File: config.mk
export PLATFORM = sky130hd
export DESIGN_NAME = fetch_queue
export DESIGN_NICKNAME = d
export VERILOG_FILES = /design/src/rtl/fetch_queue_pkg.sv /design/src/rtl/sync_fifo.sv /design/src/rtl/fetch_queue.sv
export SDC_FILE = /design/constraint.sdc
export NUM_CORES = 1
export LEC_CHECK = 0
export CAP_MARGIN = 0
export CORE_ASPECT_RATIO = 1.5
export CORE_UTILIZATION = 48
export CTS_CLUSTER_SIZE = 28
export DETAILED_ROUTE_END_ITERATION = 8
export PLACE_DENSITY = 0.85
export SLEW_MARGIN = 25
export SYNTH_ARGS = -nofsm -noshare
export SYNTH_HDL_FRONTEND = slang
export SYNTH_HIERARCHICAL = 1
export SYNTH_SLANG_ARGS = --single-unit
File: constraint.sdc
create_clock -name clk -period 5.2 [get_ports clk]
set_input_delay 1.56 -clock clk [delete_from_list [all_inputs] [get_ports clk]]
set_output_delay 1.56 -clock clk [all_outputs]
set_load 0.05 [all_outputs]
File: src/rtl/fetch_queue_pkg.sv
// Shared types and constants for the fetch queue: the buffered entry layout, the default
// region/reset addresses, and a constant-foldable ceil(log2) helper.
package fetch_queue_pkg;

  localparam int unsigned ADDR_W_DEF = 64;
  localparam int unsigned INST_W_DEF = 32;

  localparam logic [63:0] METAL_BASE_DEF = 64'hffff_ffff_ffff_0000;
  localparam logic [63:0] RESET_PC_DEF   = 64'h0;

  typedef struct packed {
    logic [INST_W_DEF-1:0] inst;
    logic [ADDR_W_DEF-1:0] pc;
    logic                  metal;
  } fetch_entry_t;

  function automatic int unsigned clog2(input int unsigned value);
    int unsigned result;
    result = 0;
    for (int i = 0; i < 32; i++) begin
      if ((32'd1 << i) < value) result = i + 1;
    end
    return result;
  endfunction

endpackage

File: src/rtl/sync_fifo.sv
// Single-clock FIFO with flush. Head data is read combinationally from the read pointer;
// a push and a pop in the same cycle are both honoured even when full.
module sync_fifo
  import fetch_queue_pkg::*;
#(
  parameter int unsigned WIDTH = 8,
  parameter int unsigned DEPTH = 4,
  localparam int unsigned PTR_W = clog2(DEPTH),
  localparam int unsigned CNT_W = PTR_W + 1
) (
  input  logic             clk,
  input  logic             rst,
  input  logic             push,
  input  logic             pop,
  input  logic             flush,
  input  logic [WIDTH-1:0] wdata,
  output logic [WIDTH-1:0] rdata,
  output logic [CNT_W-1:0] count
);

  logic [WIDTH-1:0] mem [DEPTH];
  logic [PTR_W-1:0] wr_ptr_q, rd_ptr_q;
  logic [CNT_W-1:0] count_q;
  logic             push_en, pop_en;

  always_comb begin
    pop_en  = pop & (count_q != '0) & ~flush;
    push_en = push & ((count_q != CNT_W'(DEPTH)) | pop_en) & ~flush;
  end

  always_ff @(posedge clk or posedge rst) begin
    if (rst) begin
      wr_ptr_q <= '0;
      rd_ptr_q <= '0;
      count_q  <= '0;
    end else if (flush) begin
      wr_ptr_q <= '0;
      rd_ptr_q <= '0;
      count_q  <= '0;
    end else begin
      if (push_en) wr_ptr_q <= wr_ptr_q + PTR_W'(1);
      if (pop_en)  rd_ptr_q <= rd_ptr_q + PTR_W'(1);
      case ({push_en, pop_en})
        2'b10:   count_q <= count_q + CNT_W'(1);
        2'b01:   count_q <= count_q - CNT_W'(1);
        default: count_q <= count_q;
      endcase
    end
  end

  // Storage needs no reset: contents are only observed while count is non-zero.
  always_ff @(posedge clk) begin
    if (push_en) mem[wr_ptr_q] <= wdata;
  end

  assign rdata = mem[rd_ptr_q];
  assign count = count_q;

endmodule

File: src/rtl/fetch_queue.sv
// Instruction-fetch stage: owns the fetch PC, steers each fetch to the icache or metal memory
// by address range, and buffers tagged instructions for decode.
module fetch_queue
  import fetch_queue_pkg::*;
#(
  parameter int unsigned      ADDR_W     = 64,
  parameter int unsigned      INST_W     = 32,
  parameter int unsigned      DEPTH      = 4,
  parameter logic [ADDR_W-1:0] METAL_BASE = ADDR_W'(METAL_BASE_DEF),
  parameter logic [ADDR_W-1:0] RESET_PC   = ADDR_W'(RESET_PC_DEF),
  localparam int unsigned     CNT_W      = clog2(DEPTH) + 1
) (
  input  logic              clk,
  input  logic              rst,
  input  logic              redirect_valid,
  input  logic [ADDR_W-1:0] redirect_pc,
  output logic [ADDR_W-1:0] icache_addr,
  output logic              icache_rd_en,
  input  logic [INST_W-1:0] icache_data,
  input  logic              icache_stall,
  output logic [ADDR_W-1:0] metal_addr,
  output logic              metal_rd_en,
  input  logic [INST_W-1:0] metal_data,
  input  logic              metal_stall,
  output logic              inst_valid,
  output logic [INST_W-1:0] inst_out,
  output logic [ADDR_W-1:0] inst_pc,
  output logic              inst_metal,
  input  logic              inst_ready,
  output logic [CNT_W-1:0]  count,
  output logic              full
);

  localparam int unsigned ENTRY_W = INST_W + ADDR_W + 1;

  logic [ADDR_W-1:0]  fetch_pc_q, fetch_pc_d;
  logic               sel_metal, sel_stall, fetch_en, push, pop;
  logic [ENTRY_W-1:0] push_entry, head_entry;
  logic [INST_W-1:0]  head_inst;
  logic [ADDR_W-1:0]  head_pc;
  logic               head_metal;

  always_comb begin
    sel_metal  = (fetch_pc_q >= METAL_BASE);
    sel_stall  = sel_metal ? metal_stall : icache_stall;
    pop        = inst_valid & inst_ready & ~redirect_valid;
    // Gating with rst keeps both read enables low for the whole reset window.
    fetch_en   = ~rst & ~redirect_valid & (~full | pop);
    push       = fetch_en & ~sel_stall;
    push_entry = {(sel_metal ? metal_data : icache_data), fetch_pc_q, sel_metal};

    fetch_pc_d = fetch_pc_q;
    if (redirect_valid) fetch_pc_d = {redirect_pc[ADDR_W-1:2], 2'b00};
    else if (push)      fetch_pc_d = fetch_pc_q + ADDR_W'(4);
  end

  always_ff @(posedge clk or posedge rst) begin
    if (rst) fetch_pc_q <= RESET_PC;
    else     fetch_pc_q <= fetch_pc_d;
  end

  sync_fifo #(
    .WIDTH (ENTRY_W),
    .DEPTH (DEPTH)
  ) u_fifo (
    .clk   (clk),
    .rst   (rst),
    .push  (push),
    .pop   (pop),
    .flush (redirect_valid),
    .wdata (push_entry),
    .rdata (head_entry),
    .count (count)
  );

  assign {head_inst, head_pc, head_metal} = head_entry;

  always_comb begin
    full         = (count == CNT_W'(DEPTH));
    inst_valid   = (count != '0);
    inst_out     = inst_valid ? head_inst : '0;
    inst_pc      = inst_valid ? head_pc : '0;
    inst_metal   = inst_valid & head_metal;
    icache_addr  = fetch_pc_q;
    metal_addr   = fetch_pc_q;
    icache_rd_en = fetch_en & ~sel_metal;
    metal_rd_en  = fetch_en & sel_metal;
  end

endmodule
Yosys cells after proc, flatten, opt, wreduce, memory -nomap -nowiden --
Memories as Yosys holds them, arrays and structs flattened. Cells that the tools add are included.
Cells by class: mux-type cells 14, reduce and logical (&&, ||, !) cells 5, bitwise gates (word level) 19, add/sub/neg operators 5, magnitude comparators 1, equal/unequal tests 4
Operators with widths (count):
- 64-bit 2-to-1 mux | 3
- 64-bit by 3-bit adder with 64-bit output (second input constant) | 1
- 64-bit greater-or-equal comparator (second input constant) | 1
- 32-bit 2-to-1 mux | 2
- 1-bit bitwise AND | 12
- 2-bit 2-to-1 mux | 4
- 3-bit case mux with 2 select lines | 1
- 2-bit nonzero test | 3
- 3-bit nonzero test | 2
- 1-bit inverter | 5
- 2-bit by 1-bit adder with 2-bit output (second input constant) | 2
- 3-bit by 1-bit adder with 3-bit output (second input constant) | 1
- 3-bit == test (second input constant) | 1
- 1-bit 2-to-1 mux | 3
- 3-bit 2-to-1 mux | 1
- 3-bit inequality test (second input constant) | 1
- 3-bit by 1-bit subtractor with 3-bit output (second input constant) | 1
- 2-bit by 1-bit == test with 1-bit output (second input constant) | 1
- 2-bit == test (second input constant) | 1
- 1-bit OR | 2
Storage, ports and cells: memories kept 1, output and inout port bits 232, RAM bits 388, input bits 134, word-level logic and storage cells 53, bits in registers 71
Memory list:
- u_fifo.mem | depth 4, bits a word 97, read ports 1, clocked after memory_dff 0, write ports 1, RTL line sync_fifo.sv:21 | logic [WIDTH-1:0] mem [DEPTH];

Logic depth before layout (Yosys ltp) --
depth after elaboration 11, gate-level depth with buffers 14, gate-level depth less buffers 10

By module --
The synthesis kept the hierarchy.
Modules (own cells, without submodules):
- sync_fifo | seq. area each 11826.3 µm², area an instance 14481.4 µm², cells each 567, times used 1
- fetch_queue | seq. area each 1551.5 µm², area an instance 6566.3 µm², cells each 833, times used 1

Worst setup path before layout --
Ideal clock, no wire load.
kind in2reg, from input port redirect_valid, to memory u_fifo/mem[0][0] (netlist name) (enable), arrival time 5.392 ns, buffers on the path 2, slack -0.659 ns, required time 4.733 ns, library setup time 0.467 ns, cell stages on the path 8, cell sequence clkbuf_1 nor3_1 o21ai_1 nor2_1 buf_6 inv_1 nor3_1 and2_1
Between the ends: word-level cells in the longest chain between the ends 9, elaborated cells on any way between the ends 13, classes of those cells mux (2); bitwise (11)
RTL lines:
- from (decl) | RTL line fetch_queue.sv:15 | input logic redirect_valid,
- 1-bit inverter * | RTL line fetch_queue.sv:46, fetch_queue.sv:48
- 1-bit bitwise AND | RTL line fetch_queue.sv:46 | pop = inst_valid & inst_ready & ~redirect_valid;
- 1-bit OR | RTL line fetch_queue.sv:48 | fetch_en = ~rst & ~redirect_valid & (~full | pop);
- 1-bit bitwise AND * | RTL line fetch_queue.sv:48
- 1-bit bitwise AND * | RTL line fetch_queue.sv:49 | push = fetch_en & ~sel_stall;
- via push | RTL line fetch_queue.sv:37 | logic sel_metal, sel_stall, fetch_en, push, pop;
- 1-bit bitwise AND * (2 in series) | RTL line sync_fifo.sv:28 | push_en = push & ((count_q != CNT_W'(DEPTH)) | pop_en) & ~flush;
- 1-bit 2-to-1 mux * | RTL line sync_fifo.sv:53 | if (push_en) mem[wr_ptr_q] <= wdata;
- 1-bit 2-to-1 mux (not written as such) * | RTL line sync_fifo.sv:53
- to (decl) | RTL line sync_fifo.sv:21
Mark *: on every way through the listed nets, which the timed path passes. The rest lies on a longest branch.

Worst setup path in the final report --
from input port inst_ready, to output port metal_rd_en
Between the ends: word-level cells in the longest chain between the ends 5
RTL lines:
- from (decl) | RTL line fetch_queue.sv:29 | input logic inst_ready,
- 1-bit bitwise AND (2 in series) | RTL line fetch_queue.sv:46
- 1-bit OR | RTL line fetch_queue.sv:48
- 1-bit bitwise AND | RTL line fetch_queue.sv:48
- 1-bit bitwise AND | RTL line fetch_queue.sv:87 | metal_rd_en = fetch_en & sel_metal;
- to (decl) | RTL line fetch_queue.sv:22 | output logic metal_rd_en,
Every way passes these cells.

==> flow_summary.yaml <==
setup_path:
  crit_fanout: 4
  worstSetupPathType: "input port to output pin"
  reg2regPathDepth: 9
  startpoint: "inst_ready"
  cp-end-kind: "output pin"
  crit_required_ps: 3640
  worstPathArrival_ps: 3340
  reg2reg_from: "icache_addr[40]"
  start_kind: "input port"
die:
  placementRows: 93
  ios: 366
  dieArea_sq_um: 44710
  die_w_microns: 173.0
  core_sq_um: 43050
  floorplan.initialDensity_pct: 48.89
  die_y_microns: 258.5
clock_network:
  root_buffer: "clkbuf_16"
  cts_tree: "done"
  clk_pin_slew_ps: 70
  clock_latency_ps: 540
  clockBufferDepth: 3
  cts.repair.resized: 0
  cts.sinks: 457
  h-tree-depth: 2
  cts_setup_buffers: 0
  cts_hold_buffers: 0
  cts-buffers-inserted: 41
grt:
  grt_max_degree: 86
  overflow: 0
  track_usage_pct: 22.89
  antenna_found_initial: 9
  grt_pass1_vias: 13620
  grt_pass1_wl_mm: 78.56
worst_hold_path:
  hold_class: "flop to flop"
  min_from: "u_fifo/wr_ptr_q[1]"
  whs_path_depth: 2
synth:
  synth_area_per_cell_sq_um: 15.03
  synth_top_area_share_pct: 55.36
  async_flop_share_pct: 15.10
  synthesis.instances: 1400
  synth-seq-cells: 457
  synth_top_flop_cell: "edfxtp_1"
  synth_area_leader_cell: "edfxtp_1"
  synth_enable_flop_cells: 388
  synthTopCellsByArea: "edfxtp_1 55%, mux4_2 10%, dfrtp_1 8.2%, buf_4 4.6%, and2_1 3.1%"
  syn_area_sq_um: 21050
  ys_seq_area_share_pct: 63.56
  synth_warnings: 6
  synthDistinctLibCells: 76
  synthTopCellsByCount: "388 x edfxtp_1, 129 x buf_4, 105 x and2_1, 97 x mux4_2, 69 x dfrtp_1"
  yosysMostFrequentCell: "edfxtp_1"
timing:
  slew_headroom_pct: 40.66
  setup_viol: 0
  drv_slew: 0
  fmax_mhz: 204.1
  hold_viol: 0
  tns_ps: 0
  rsz0062_at_grt: "no"
  finalCritPeriodShare_pct: 94.23
  tightestPinTransition_ps: 881.9
  timing.final.crit_period_ps: 4900
  finClkSkew_ps: 24.74
run_status:
  status: "completed"
power_and_ir_drop:
  leakagePower_nw: 8.462
  ir_drop_uv: 259.2
  powerDensity_nw_per_um2: 316.0
place:
  gp_congestion: 0.8925
  hpwl_mm: 35.61
  io_buffers: 359
  place_area_sq_um: 24610
detailed_routing:
  drt_iter0_markers: 1692
  wl_per_cell_microns: 22.92
  firstDrtPassIters: 6
  drc: 0
  viasPerCell: 5.972
  postRouteAntennaNets: 0
  drt-total-wl_mm: 51.96
  vias: 13540
finish:
  fin_nets: 1803
  fill_cells: 3118
  area_delta_synth_final_pct: 23.06
  drive_above_1_share_pct: 16.64
  design_area_sq_um: 25900
run:
  cap_viol_max_count: 0
[routing by layer]
| layer | vias up | wire [microns] | global-route usage [%] |
|---|---|---|---|
| met5 | - | 16 | 0 |
| met4 | 2 | 2143 | 11.11 |
| met1 | 6749 | 18320 | 26.54 |
| met2 | 760 | 28040 | 41.58 |
| met3 | 159 | 3435 | 3.286 |
| li1 | 5868 | - | - |
[cells by family (layout without fill, tap and decap cells)]
family,after synthesis,count (layout),share of synthesized area [%]
and+or+nand+nor,423,423,11.56
buffers and inverters,226,504,6.914
xor gates and xnor gates,4,4,0.1665
DFF,457,457,63.56
muxes,129,129,12.09
other,1,20,0.01782
AOI/OAI and AO/OA,154,154,5.303
adders and majority gates,6,6,0.3923
[where the power goes]
group          internal, mW  switching, mW  total, mW  leakage, nW
logic                 0.376          0.667       1.04         3.55
clock network          1.65           1.27       2.92        0.621
registers              4.08          0.141       4.22         4.29
[layout by cell type, fill, tap and decap left out, types with 12 or more instances in the layout]
cell and count:
a31oi_1 28, and2_1 101, and3_1 12, buf_4 47, clkbuf_16 41, clkdlybuf4s50_1 356, conb_1 12, dfrtp_1 67
edfxtp_1 388, inv_1 18, mux2_2 32, mux4_2 97, nand2_1 54, nand3_1 49, nand4_1 24, nor2_1 56
nor3_1 22, nor4_1 14, o211ai_1 16, o21ai_0 19, o31ai_1 19, or3_1 14, or4_1 19
[state kept, by name (all words and copies together) (netlist names)]
name             flops
u_fifo/mem         388
icache_addr         62
u_fifo/count         3
u_fifo/rd_ptr_q      2
u_fifo/wr_ptr_q      2
[metrics by stage]
step           power (mW)  std cells  util [%]  setup WS (ps)  hold WS, ps
2_1_floorplan       5.005       1411         -          312.4        539.4
3_3_place_gp        5.301       2190     57.16          103.6        568.0
3_5_place_dp        5.333       2190     57.16          12.58        603.3
4_1_cts             8.236       2259     60.10          4.424        616.2
5_1_grt             8.417       2267     60.16          234.3        627.6
6_report            8.184       2267     60.16          300.2        613.5
[area by class of cell]
cell class              instances  area (sq um)  share of cell area [%]
inverters                      20         75.07                  0.2898
flip-flops and latches        457         13390                   51.68
multi-input cells             728          6301                   24.33
diodes                          8         20.02                 0.07729
clock buffers                  48          1052                   4.063
clock inverters                21         212.7                  0.8212
repair buffers                415          4141                   15.99
well taps                     570         713.2                   2.753
[worst max-delay path: stages]
cell and delay (ps):
clkdlybuf4s50_1 460, nor4b_2 690, or3_1 280, nor3_1 120
buf_4 230
[path summary, 6_finish.rpt]
path | slack (ps) | to
max in group asynchronous | 2790 | icache_addr[48]
max | 300 | metal_rd_en
min in group asynchronous | 1450 | u_fifo/count[1]
min reg2reg | 610 | u_fifo/wr_ptr_q[1]
min | 610 | u_fifo/wr_ptr_q[1]
max reg2reg | 1220 | u_fifo/mem[3][43]
Note: power is estimated with default switching activity, not from simulation.
